**config.mk**
```make
export PLATFORM = sky130hd
export DESIGN_NAME = dmem_access
export DESIGN_NICKNAME = d
export VERILOG_FILES = /design/src/rtl/dmem_access_pkg.sv /design/src/rtl/dmem_access_lane_extract.sv /design/src/rtl/dmem_access.sv
export SDC_FILE = /design/constraint.sdc
export NUM_CORES = 1
export LEC_CHECK = 0
export CORE_ASPECT_RATIO = 0.7
export CORE_MARGIN = 5
export CORE_UTILIZATION = 30
export CTS_CLUSTER_DIAMETER = 60
export DETAILED_ROUTE_END_ITERATION = 8
export DONT_BUFFER_PORTS = 1
export GPL_TIMING_DRIVEN = 0
export HOLD_SLACK_MARGIN = 0.1
export PLACE_DENSITY = 0.47
export SYNTH_ARGS = -nofsm -noshare
export SYNTH_HDL_FRONTEND = slang
export SYNTH_SLANG_ARGS = --single-unit
```
**constraint.sdc**
```tcl
create_clock -name clk -period 2.2 [get_ports clk]
set_input_delay 0.22 -clock clk [delete_from_list [all_inputs] [get_ports clk]]
set_output_delay 0.22 -clock clk [all_outputs]
set_load 0.02 [all_outputs]
```
**src/rtl/dmem_access_pkg.sv**
```systemverilog
// dmem_access_pkg: shared encodings for the data-memory access unit.
//   - SZ_BYTE / SZ_HALF / SZ_WORD : access size codes carried on 'size'
//   - state_e                     : access FSM state encoding
//   - is_misaligned()             : alignment rule shared by anything that
//                                   needs to know whether an access may issue
package dmem_access_pkg;

    localparam logic [1:0] SZ_BYTE = 2'b00;
    localparam logic [1:0] SZ_HALF = 2'b01;
    localparam logic [1:0] SZ_WORD = 2'b10;

    typedef enum logic [1:0] {
        ST_IDLE   = 2'd0,
        ST_ACCESS = 2'd1,
        ST_RESP   = 2'd2
    } state_e;

    // Size code 2'b11 has no meaning and is trapped like a misaligned access.
    function automatic logic is_misaligned(input logic [1:0] size,
                                           input logic [1:0] addr_lo);
        logic mis;
        case (size)
            SZ_BYTE: mis = 1'b0;
            SZ_HALF: mis = addr_lo[0];
            SZ_WORD: mis = (addr_lo != 2'b00);
            default: mis = 1'b1;
        endcase
        return mis;
    endfunction

endpackage

```
**src/rtl/dmem_access_lane_extract.sv**
```systemverilog
// lane_extract: picks the addressed byte/halfword lane out of a 32-bit
// little-endian memory word and zero- or sign-extends it to 32 bits.
// Purely combinational so any load path can reuse it.
//   mem_rdata  in  32  word read from memory
//   addr_lo    in  2   byte offset within the word
//   size       in  2   SZ_BYTE / SZ_HALF / SZ_WORD
//   sext       in  1   1 = sign-extend, 0 = zero-extend
//   load_data  out 32  extended load value
module lane_extract
    import dmem_access_pkg::*;
(
    input  logic [31:0] mem_rdata,
    input  logic [1:0]  addr_lo,
    input  logic [1:0]  size,
    input  logic        sext,
    output logic [31:0] load_data
);

    logic [7:0]  byte_v;
    logic [15:0] half_v;

    always_comb begin
        byte_v = 8'(mem_rdata >> {addr_lo, 3'b000});
        half_v = addr_lo[1] ? mem_rdata[31:16] : mem_rdata[15:0];
        case (size)
            SZ_BYTE: load_data = {{24{sext & byte_v[7]}}, byte_v};
            SZ_HALF: load_data = {{16{sext & half_v[15]}}, half_v};
            default: load_data = mem_rdata;
        endcase
    end

endmodule

```
**src/rtl/dmem_access.sv**
```systemverilog
// dmem_access: multi-cycle data-memory access unit between the load/store
// stage and data memory. Narrows stores to byte lanes with byte enables,
// widens loads with zero/sign extension, traps misaligned accesses, and
// waits on mem_ack for any number of memory wait states.
//   clk, rst_n                     clock, async active-low reset
//   req, we, size, sext, addr,
//   wdata                          access request from the datapath
//   busy, done, misalign, rdata    status and load result to the datapath
//   mem_req, mem_we, mem_addr,
//   mem_be, mem_wdata              request to data memory (held until ack)
//   mem_rdata, mem_ack             response from data memory
//
// state  | meaning
// IDLE   | waiting for req; request fields latched when req is seen
// ACCESS | mem_req held with stable address/enables/data until mem_ack
// RESP   | done pulse; a trapped access spends one extra cycle here first
module dmem_access
    import dmem_access_pkg::*;
(
    input  logic        clk,
    input  logic        rst_n,
    input  logic        req,
    input  logic        we,
    input  logic [1:0]  size,
    input  logic        sext,
    input  logic [31:0] addr,
    input  logic [31:0] wdata,
    output logic        busy,
    output logic        done,
    output logic        misalign,
    output logic [31:0] rdata,
    output logic        mem_req,
    output logic        mem_we,
    output logic [31:0] mem_addr,
    output logic [3:0]  mem_be,
    output logic [31:0] mem_wdata,
    input  logic [31:0] mem_rdata,
    input  logic        mem_ack
);

    state_e      state_q, state_d;
    logic [1:0]  size_q, size_d;
    logic        sext_q, sext_d;
    logic [1:0]  addr_lo_q, addr_lo_d;
    logic        busy_q, busy_d;
    logic        done_q, done_d;
    logic        misalign_q, misalign_d;
    logic [31:0] rdata_q, rdata_d;
    logic        mem_req_q, mem_req_d;
    logic        mem_we_q, mem_we_d;
    logic [31:0] mem_addr_q, mem_addr_d;
    logic [3:0]  mem_be_q, mem_be_d;
    logic [31:0] mem_wdata_q, mem_wdata_d;

    logic [3:0]  be_v;
    logic [31:0] wdata_v;
    logic [31:0] load_data;

    lane_extract u_lane_extract (
        .mem_rdata (mem_rdata),
        .addr_lo   (addr_lo_q),
        .size      (size_q),
        .sext      (sext_q),
        .load_data (load_data)
    );

    always_comb begin
        case (size)
            SZ_BYTE: begin
                be_v    = 4'b0001 << addr[1:0];
                wdata_v = {4{wdata[7:0]}};
            end
            SZ_HALF: begin
                be_v    = 4'b0011 << {addr[1], 1'b0};
                wdata_v = {2{wdata[15:0]}};
            end
            default: begin
                be_v    = 4'b1111;
                wdata_v = wdata;
            end
        endcase
    end

    always_comb begin
        state_d     = state_q;
        size_d      = size_q;
        sext_d      = sext_q;
        addr_lo_d   = addr_lo_q;
        done_d      = 1'b0;
        misalign_d  = 1'b0;
        rdata_d     = rdata_q;
        mem_req_d   = mem_req_q;
        mem_we_d    = mem_we_q;
        mem_addr_d  = mem_addr_q;
        mem_be_d    = mem_be_q;
        mem_wdata_d = mem_wdata_q;

        case (state_q)
            ST_IDLE: begin
                if (req) begin
                    size_d    = size;
                    sext_d    = sext;
                    addr_lo_d = addr[1:0];
                    if (is_misaligned(size, addr[1:0])) begin
                        state_d = ST_RESP;
                    end else begin
                        state_d     = ST_ACCESS;
                        mem_req_d   = 1'b1;
                        mem_we_d    = we;
                        mem_addr_d  = {addr[31:2], 2'b00};
                        mem_be_d    = be_v;
                        mem_wdata_d = wdata_v;
                    end
                end
            end
            ST_ACCESS: begin
                if (mem_ack) begin
                    mem_req_d = 1'b0;
                    done_d    = 1'b1;
                    state_d   = ST_RESP;
                    if (!mem_we_q) begin
                        rdata_d = load_data;
                    end
                end
            end
            ST_RESP: begin
                // A normal completion enters RESP with done already high.
                // done low here means a trapped access whose pulse is due now.
                if (!done_q) begin
                    done_d     = 1'b1;
                    misalign_d = 1'b1;
                end else begin
                    state_d = ST_IDLE;
                end
            end
            default: state_d = ST_IDLE;
        endcase

        busy_d = (state_d != ST_IDLE);
    end

    always_ff @(posedge clk or negedge rst_n) begin
        if (!rst_n) begin
            state_q     <= ST_IDLE;
            size_q      <= SZ_BYTE;
            sext_q      <= 1'b0;
            addr_lo_q   <= 2'b00;
            busy_q      <= 1'b0;
            done_q      <= 1'b0;
            misalign_q  <= 1'b0;
            rdata_q     <= 32'h0;
            mem_req_q   <= 1'b0;
            mem_we_q    <= 1'b0;
            mem_addr_q  <= 32'h0;
            mem_be_q    <= 4'h0;
            mem_wdata_q <= 32'h0;
        end else begin
            state_q     <= state_d;
            size_q      <= size_d;
            sext_q      <= sext_d;
            addr_lo_q   <= addr_lo_d;
            busy_q      <= busy_d;
            done_q      <= done_d;
            misalign_q  <= misalign_d;
            rdata_q     <= rdata_d;
            mem_req_q   <= mem_req_d;
            mem_we_q    <= mem_we_d;
            mem_addr_q  <= mem_addr_d;
            mem_be_q    <= mem_be_d;
            mem_wdata_q <= mem_wdata_d;
        end
    end

    assign busy      = busy_q;
    assign done      = done_q;
    assign misalign  = misalign_q;
    assign rdata     = rdata_q;
    assign mem_req   = mem_req_q;
    assign mem_we    = mem_we_q;
    assign mem_addr  = mem_addr_q;
    assign mem_be    = mem_be_q;
    assign mem_wdata = mem_wdata_q;

endmodule
```
==> flow_summary.ini <==
[outcome]
outcome = complete, but fails checks
violations = negative hold slack

[sta]
worst_hold_slack_ns = -0.446
tightest_slew_ns = 0.843
layout_min_cycle_time_ns = 1.99
period_share = 0.903
slew_headroom = 0.433
rsz0062_at_grt = yes
hold_viol = 110
setup_ws_ns = 0.213
clock.fmax_ghz = 0.503
fin_skew_ns = 0.00792
drv_slew = 0
setup_viol = 0

[worst_setup_path]
crit_path_max_incr_delay_ns = 0.42
cp_top_family = buffers and inverters
rrSetupSlack_ns = 0.21
start_kind = register
cp_num_cells = 6
r2r-start = state_q[1]
worstSetupPathType = reg2reg
critPathSlowestCell = dfrtp_1
crit_required_ns = 2.41
cp_num_buf_inv = 3
reg2reg_to = rdata[4]
path_cells = inv_1, ha_1, nand3b_1, clkbuf_2, clkbuf_1, o21ai_0
ff2ff_path_depth = 6
worst_ep_arrival_time_ns = 2.20
end_kind = register
worst-path-max-fanout = 10

[power_and_ir_drop]
powerDensity_mw_per_mm2 = 1360
ir_worst_vdd_mv = 0.475
leakage_nw = 2.91
totalPowerFinal_w = 0.00904

[cells_and_area]
seq_area_sq_mm = 0.00275
fillers = 1699
final_cell_mix = dfrtp_1 (110), dlygate4sd3_1 (83), nand2_1 (79)
drive_above_1_share = 0.140
layout.cells.most_common = dfrtp_1
antenna_cells = 0
nets = 690
multi_input_area_sq_mm = 0.00221
fin_util = 0.388
synthToLayoutAreaGrowth_pct = 27.1

[die]
start_util = 0.305
die-area_sq_mm = 0.0202
rows = 40
die_y_microns = 120
coreArea_sq_mm = 0.0171
io_pins = 209
die_w_microns = 168

[global_routing]
grt_usage = 0.161
grt_max_degree = 111
overflow = 0
grt_pass1_wl_microns = 25400
antenna_found_initial = 2
first_global_vias = 4208

[logic_synthesis]
synth_edf_count = 0
ys_types = 44
synth_xor_area_frac = 0.00168
synthCells = 487
yosys_most_used_dff = dfrtp_1
synth_seq_cells = 110
muxShareOfSynthArea = 0.173
synth_simple_gate_area_frac = 0.103
synth_top_family_by_area = multiplexers
synth_compound_gate_area_share = 0.134
synth.avg_cell_area_sq_um = 10.7
synthArstFlopShare = 1.00
yosys_warnings = 0
synthAdderAreaFrac = 0.00958
syn_area_sq_mm = 0.00523
synth-seq-area-share = 0.527

[clock_network]
clock-root-buffer = clkbuf_16
postCtsHoldBufs = 83
clock_latency_ns = 0.35
clock_sinks = 110
cts_buffer_depth = 2
path_clk_slew_ns = 0.08
cts_htree_levels = 3
cts_tree = done
cts_buffers = 9

[placed_design]
io_buffers = 0
gp_congestion = 0.875
hpwl_microns = 11900
dp_slack_ns = 0.0178

[detailed_routing]
dr_wl_met3_microns = 1580
first_iter_violations = 256
wl_met2_microns = 7540
drt_pass1_iterations = 4
wl_per_cell_microns = 20.4
top_layer = met5
vias_per_cell = 5.01
vias = 4099
drc = 0
drt_wl_total_microns = 16700
postRouteAntennaNets = 0
met1_length_microns = 7190

[worst_hold_path]
holdCritPathClass = in2async

[run]
drv_cap = 0
per-layer routing:
metal | global-route usage | up-vias
met2 | 0.243 | 169
met5 | 0 | -
met1 | 0.213 | 1998
li1 | - | 1894
met3 | 0.0621 | 34
met4 | 0.0537 | 4
power by group:
| group | total (W) | switching [W] | internal (W) | leakage, nW |
|---|---|---|---|---|
| Clock | 0.00162 | 0.000821 | 0.000796 | 0.140 |
| Sequential | 0.00495 | 0.00196 | 0.00299 | 1.34 |
| Combinational | 0.00248 | 0.00129 | 0.00119 | 1.42 |
| Total | 0.00904 | 0.00407 | 0.00497 | 2.91 |
area by class of cell:
class / count / share of cell area
multi-input cells: 328 / 0.333
plain buffers: 37 / 0.0331
repair buffers: 83 / 0.125
inverters: 13 / 0.00734
clock inverters: 7 / 0.00979
well taps: 231 / 0.0435
clock buffers: 9 / 0.0339
flip-flops and latches: 110 / 0.414
kinds of logic (layout without fill, tap and decap cells):
| kind of cell | count (synthesis) | in the layout |
|---|---|---|
| simple gates | 122 | 122 |
| compound gates | 114 | 114 |
| flops | 110 | 110 |
| mux | 85 | 85 |
| buf+inv | 50 | 149 |
| fa+ha+maj | 4 | 4 |
| other cells | 1 | 2 |
| xor+xnor | 1 | 1 |
metrics by stage:
step | setup TNS [ns] | cell area, sq um | hold slack (ns) | cells
6_report | 0 | 6650 | -0.446 | 818
2_1_floorplan | 0 | 5230 | -0.0756 | 488
4_1_cts | 0 | 6640 | -0.471 | 818
5_1_grt | -0.0207 | 6650 | -0.472 | 818
3_5_place_dp | 0 | 5520 | -0.0731 | 719
3_3_place_gp | 0 | 5520 | -0.0730 | 719
cell usage after synthesis (7+ instances only):
cell        n  area [sq um]
dfrtp_1   110          2750
clkbuf_1   12          45.0
a21oi_1    31           155
inv_1      13          48.8
mux2_1     10           113
nor2_1     19          71.3
mux2i_1    41           410
o21ai_0    35           175
a211oi_1    7          52.6
o211ai_1   16           120
a311oi_1    8          70.1
nand2_1    79           297
mux2_2     34           383
buf_2      12          60.1
worst max-delay path by stage:
stage                     from      endpoint
floorplan           state_q[1]  mem_wdata[7]
CTS                 state_q[1]      rdata[4]
global placement    state_q[1]      rdata[6]
detailed placement  state_q[1]      rdata[6]
global route        state_q[1]      rdata[4]
finish              state_q[1]      rdata[4]
flip-flops by register name (all words and copies together) (netlist names), 2 cells and up:
signal and cells:
mem_wdata 32, addr_lo_q 2, rdata 32, size_q 2, mem_be 4, mem_addr 30, state_q 2
what timing repair did:
| item | CTS | global route |
|---|---|---|
| hold endpoints to repair | 196 | 110 |
| resized for setup | 1 | 3 |
| setup buffers | 0 | 0 |
| pin swaps | 0 | 0 |
| endpoints found under the setup margin | 3 | 30 |
Note: power is estimated with default switching activity, not from simulation.
